[src/rtl/reg_scoreboard_pkg.sv]
// Shared constants and helpers for the GPR write scoreboard.
// Register indices, the r0 sentinel and the debug total width live here.
package reg_scoreboard_pkg;

    localparam int REG_W  = 5;
    localparam int NREG   = 32;
    localparam int INFL_W = 6;
    localparam logic [REG_W-1:0] ZERO_REG = 5'd0;

    // r0 is hardwired to zero, so nothing that names it is ever tracked.
    function automatic logic is_tracked(input logic [REG_W-1:0] addr);
        return addr != ZERO_REG;
    endfunction

endpackage

[src/rtl/reg_scoreboard_cell.sv]
// One GPR's scoreboard entry: outstanding-writer count and, of those,
// the count whose result is not yet forwardable.
module reg_sb_cell #(
    parameter int CNT_W = 2
) (
    input  logic clk,
    input  logic rst,
    input  logic flush,
    input  logic inc,
    input  logic inc_long,
    input  logic dec_pend,
    input  logic dec_long,
    output logic long_busy,
    output logic pend_full,
    output logic pend_nz
);

    logic [CNT_W-1:0] pend_cnt;
    logic [CNT_W-1:0] long_cnt;
    logic             pend_dn;
    logic             long_up;
    logic             long_dn;

    // Decrements on an empty counter are dropped so stray events cannot underflow.
    assign pend_dn = dec_pend && (pend_cnt != '0);
    assign long_up = inc && inc_long;
    assign long_dn = dec_long && (long_cnt != '0);

    // NOTE: counters are state, so they take non-blocking assignments and are cleared by reset;
    // an unreset counter would report phantom busy registers after power-up.
    always_ff @(posedge clk or posedge rst) begin
        if (rst) begin
            pend_cnt <= '0;
            long_cnt <= '0;
        end else if (flush) begin
            pend_cnt <= '0;
            long_cnt <= '0;
        end else begin
            if (inc && !pend_dn)
                pend_cnt <= pend_cnt + CNT_W'(1);
            else if (!inc && pend_dn)
                pend_cnt <= pend_cnt - CNT_W'(1);

            if (long_up && !long_dn)
                long_cnt <= long_cnt + CNT_W'(1);
            else if (!long_up && long_dn)
                long_cnt <= long_cnt - CNT_W'(1);
        end
    end

    assign long_busy = (long_cnt != '0);
    assign pend_full = (pend_cnt == {CNT_W{1'b1}});
    assign pend_nz   = (pend_cnt != '0);

endmodule

[src/rtl/reg_scoreboard.sv]
// Issue-side GPR scoreboard: stalls decode while a source awaits a load or
// mul/div result that the EX bypass cannot yet supply, or a writer count is full.
module reg_scoreboard
    import reg_scoreboard_pkg::*;
#(
    parameter int CNT_W = 2
) (
    input  logic              clk,
    input  logic              rst,
    input  logic              flush,
    input  logic              iss_valid,
    input  logic              iss_dst_en,
    input  logic [REG_W-1:0]  iss_dst,
    input  logic              iss_long,
    input  logic [REG_W-1:0]  rs_addr,
    input  logic [REG_W-1:0]  rt_addr,
    input  logic              rdy_en,
    input  logic [REG_W-1:0]  rdy_addr,
    input  logic              wb_en,
    input  logic [REG_W-1:0]  wb_addr,
    output logic              rs_busy,
    output logic              rt_busy,
    output logic              stall,
    output logic [INFL_W-1:0] inflight
);

    logic [NREG-1:0] long_busy;
    logic [NREG-1:0] pend_full;
    logic [NREG-1:0] pend_nz;
    logic            sat_hit;
    logic            accept;
    logic            issue_write;
    logic            wb_dec;

    // Slot 0 stands in for r0: permanently idle, so the read muxes need no special case.
    assign long_busy[0] = 1'b0;
    assign pend_full[0] = 1'b0;
    assign pend_nz[0]   = 1'b0;

    assign rs_busy = is_tracked(rs_addr) && long_busy[rs_addr];
    assign rt_busy = is_tracked(rt_addr) && long_busy[rt_addr];
    assign sat_hit = iss_dst_en && is_tracked(iss_dst) && pend_full[iss_dst];
    assign stall   = rs_busy || rt_busy || sat_hit;

    assign accept      = iss_valid && !stall;
    assign issue_write = accept && iss_dst_en && is_tracked(iss_dst);
    assign wb_dec      = wb_en && is_tracked(wb_addr) && pend_nz[wb_addr];

    for (genvar r = 1; r < NREG; r++) begin : g_cell
        reg_sb_cell #(.CNT_W(CNT_W)) u_cell (
            .clk       (clk),
            .rst       (rst),
            .flush     (flush),
            .inc       (issue_write && (iss_dst == REG_W'(r))),
            .inc_long  (iss_long),
            .dec_pend  (wb_en && (wb_addr == REG_W'(r))),
            .dec_long  (rdy_en && (rdy_addr == REG_W'(r))),
            .long_busy (long_busy[r]),
            .pend_full (pend_full[r]),
            .pend_nz   (pend_nz[r])
        );
    end

    // Running total moves in step with the per-register pending counters.
    always_ff @(posedge clk or posedge rst) begin
        if (rst)
            inflight <= '0;
        else if (flush)
            inflight <= '0;
        else if (issue_write && !wb_dec)
            inflight <= inflight + INFL_W'(1);
        else if (!issue_write && wb_dec)
            inflight <= inflight - INFL_W'(1);
    end

endmodule

[config.mk]
export PLATFORM = sky130hd
export DESIGN_NAME = reg_scoreboard
export DESIGN_NICKNAME = d
export VERILOG_FILES = /design/src/rtl/reg_scoreboard_pkg.sv /design/src/rtl/reg_scoreboard_cell.sv /design/src/rtl/reg_scoreboard.sv
export SDC_FILE = /design/constraint.sdc
export NUM_CORES = 1
export LEC_CHECK = 0
export ABC_AREA = 1
export CORE_MARGIN = 10
export CORE_UTILIZATION = 50
export DETAILED_ROUTE_END_ITERATION = 10
export MAX_ROUTING_LAYER = met4
export PLACE_DENSITY = 0.74
export SYNTH_ARGS = -nofsm -noshare
export SYNTH_HDL_FRONTEND = slang
export SYNTH_SLANG_ARGS = --single-unit
[constraint.sdc]
create_clock -name clk -period 5.9 [get_ports clk]
set_clock_uncertainty 0.15 [all_clocks]
set_input_delay 1.18 -clock clk [delete_from_list [all_inputs] [get_ports clk]]
set_output_delay 1.18 -clock clk [all_outputs]
set_load 0.02 [all_outputs]
==> results_dict.tcl <==
set metrics [dict create \
    run_status "finished clean" \
    routed_via_density 5.42 \
    timing.critical_path.to_type "primary output" \
    final_nets 1968 \
    total_leakage_power_nw 6.51 \
    cts_tree "done" \
    syn-instance-count 1915 \
    clock_insertion_delay_worst_skew_ns 0.44 \
    mostFrequentLayoutCell "nand2_1" \
    die_x_um 169 \
    timing.setup.tns_ns 0 \
    cts.repair_timing.setup_buffer_count 0 \
    htreeDepth 4 \
    setup-violations-final 0 \
    drtIter0Drc 977 \
    clk_transition_reported_paths_ns 0.06 \
    synth_top_area_share_pct 29.2 \
    peakVddDrop_mv 0.233 \
    drt_first_pass_iters 6 \
    crit_path_max_incr_delay_ns 0.78 \
    cts_buffers 17 \
    first_pass_grt_wire_length_um 55300 \
    reg2reg_setup_slack_ns 2.19 \
    starting_utilization_of_the_core_area_pct 51.0 \
    maxCapViolCount 0 \
    synth_cell_type_count 37 \
    critical_path_arrival_ns 3.89 \
    synthArstFlopShare_pct 100 \
    synth_edf_count 0 \
    largest_net_degree_at_the_start_of_global_routing 98 \
    hold_class "register to register" \
    crit_path_max_fanout 12 \
    synthesis.nets 1953 \
    gpl.final_weighted_congestion 0.989 \
    post_cts_resize_count 0 \
    grt_pass1_vias 11123 \
    hold_violations 0 \
    die-height_um 169 \
    ys_warn_count 0 \
    hold_path_end "g_cell[15].u_cell.pend_cnt[1]$_DFFE_PP0P_" \
    cts_root_buf "clkbuf_16" \
    rsz0062_at_grt "no" \
    cts_max_path_buffers 2 \
    layout.core_utilization_pct 56.7 \
    wl_per_cell_um 14.9 \
    io_buffers 41 \
    grt_overflow 0 \
    area.growth.synth_to_final_pct 11.1 \
    library_cell_occupying_the_most_area_in_the_post_synthesis_netlist "dfrtp_1" \
    origin_of_the_worst_min_delay_path "g_cell[15].u_cell.pend_cnt[1]$_DFFE_PP0P_" \
    antenna_cells 0 \
    regToRegEndpoint "inflight[5]$_DFFE_PP0P_" \
    startpoint_type "input port" \
    ant_nets 0 \
    most_common_flop_cell_mapped_by_yosys "dfrtp_1" \
    drc 0 \
    critical_path_class "input port to primary output" \
    cp_dominant_cell_by_count "nand2_1" \
    worst-r2r-cell-count 22 \
    regToRegStartpoint "g_cell[21].u_cell.long_cnt[0]$_DFFE_PP0P_" \
    worst-slew-pin-transition_ns 0.975 \
    postCtsHoldBufs 0 \
    period_needed_ns 5.22 \
    crit_path_top_delay_cell "clkdlybuf4s50_1" \
    cts_sinks 130 \
    post_route_cells_drive_above_1_share_pct 8.39 \
    syn_area_per_cell_um2 5.83 \
    period_share_pct 88.5 \
    finalMaxSlewViolations 0 \
    power.density_nw_per_um2 261 \
    io_pins 42 \
    route.vias.total 12040 \
    worst-endpoint-required_ns 4.57 \
    worstHoldPathCells 2 \
    crit_path_cell_trace "clkdlybuf4s50_1 > inv_2 > nor2_2 > nand2_1 > nand2_1 > nor2_1 > nand2_1 > nand3_1 > nand3_1 > nand2_1 > nor2_2 > and2_2 > inv_1 > clkdlybuf4s50_1" \
    grt_usage_pct 24.2 \
    synth_top_cells_by_area "dfrtp_1 29%, nand2_1 23%, inv_1 8.1%" \
    relSlewSlack_pct 35.0 \
    fmax_mhz 192 \
    route.final.wire_length_um 33200 \
    layout.cells.most_common_list "673 x nand2_1, 240 x nor2_1, 240 x inv_1" \
    synth_sequential_area_ratio_pct 29.2 \
    grt_antenna_before_repair 0 \
    coreArea_um2 21900 \
    core.rowCount 54 \
    syn_area_um2 11200 \
    ys_ff_latch 130 \
    dp.final_hpwl_um 24600 \
    design.die.area_um2 28700 \
]
==> worst max path at each step <==
stage / endpoint / cells after the start / slack (ns) / startpoint
floorplan: g_cell[10].u_cell.long_cnt[0]$_DFFE_PP0P_ / 1 / 1.10 / rst
global placement: stall / 14 / 0.72 / rs_addr[0]
detailed placement: stall / 14 / 0.70 / rt_addr[0]
CTS: stall / 14 / 0.70 / rt_addr[0]
global route: stall / 14 / 0.48 / rt_addr[0]
finish: stall / 14 / 0.68 / rt_addr[0]
==> cells by family after synthesis <==
family / Yosys count / share of synthesized area (%)
adder cells (fa/ha/maj): 5 / 0.628
AND/OR/NAND/NOR: 1323 / 52.2
flip-flops: 130 / 29.2
buffers and inverters: 325 / 11.4
AO/OA/AOI/OAI: 123 / 5.84
XOR/XNOR: 9 / 0.706
==> cells in the mapped netlist (9+ instances only) <==
cell	n
nor2_1	240
buf_1	10
xor2_1	9
nand4_1	87
nand2_1	673
dfrtp_1	130
o21ai_0	53
nor3_1	55
nor2_2	27
a21oi_1	28
nand3b_1	10
inv_1	241
nand3_1	165
o21ai_1	26
or2_2	38
clkbuf_1	30
inv_2	30
nand3_2	21
==> cell type report <==
cell class	count	area [µm²]
fill	2166	9490
multi-input combinational	1460	6640
timing repair buffer	49	460
tap	280	350
clock buffer	19	443
sequential	130	3250
inverter	272	1030
clock inverter	12	230
==> routing by layer <==
layer | up-vias | routed length [µm] | global-route usage [%]
met4 | 0 | 929 | 8.29
met3 | 63 | 2210 | 3.96
met1 | 5506 | 15200 | 32.0
met5 | - | 0 | -
met2 | 374 | 14900 | 36.8
li1 | 6097 | - | -
==> report_power, final <==
group | total, mW | switching, mW | internal [mW]
sequential | 1.12 | 0.106 | 1.01
combinational | 0.875 | 0.569 | 0.306
clock | 1.24 | 0.438 | 0.804
==> metrics by stage <==
step | power, mW | area (µm²) | cells | hold WS (ns) | worst slack, ns
6_report | 3.24 | 12400 | 2222 | 0.353 | 0.680
3_3_place_gp | 1.97 | 11700 | 2191 | 0.328 | 0.720
3_5_place_dp | 1.99 | 11700 | 2191 | 0.337 | 0.704
5_1_grt | 3.42 | 12400 | 2222 | 0.373 | 0.481
4_1_cts | 3.23 | 12400 | 2222 | 0.353 | 0.703
2_1_floorplan | 1.74 | 11200 | 1915 | 0.313 | 1.10
==> registers in the layout, summed over array words and instances, names as in the netlist <==
| signal | cells |
|---|---|
| g_cell.u_cell.pend_cnt | 62 |
| g_cell.u_cell.long_cnt | 62 |
| inflight | 6 |
==> critical path, delay by kind of cell <==
family                 cells  cell delay, ns
buffers and inverters      4            1.57
and+or+nand+nor           10            1.13
No activity file was read; power rests on OpenSTA's default activity.
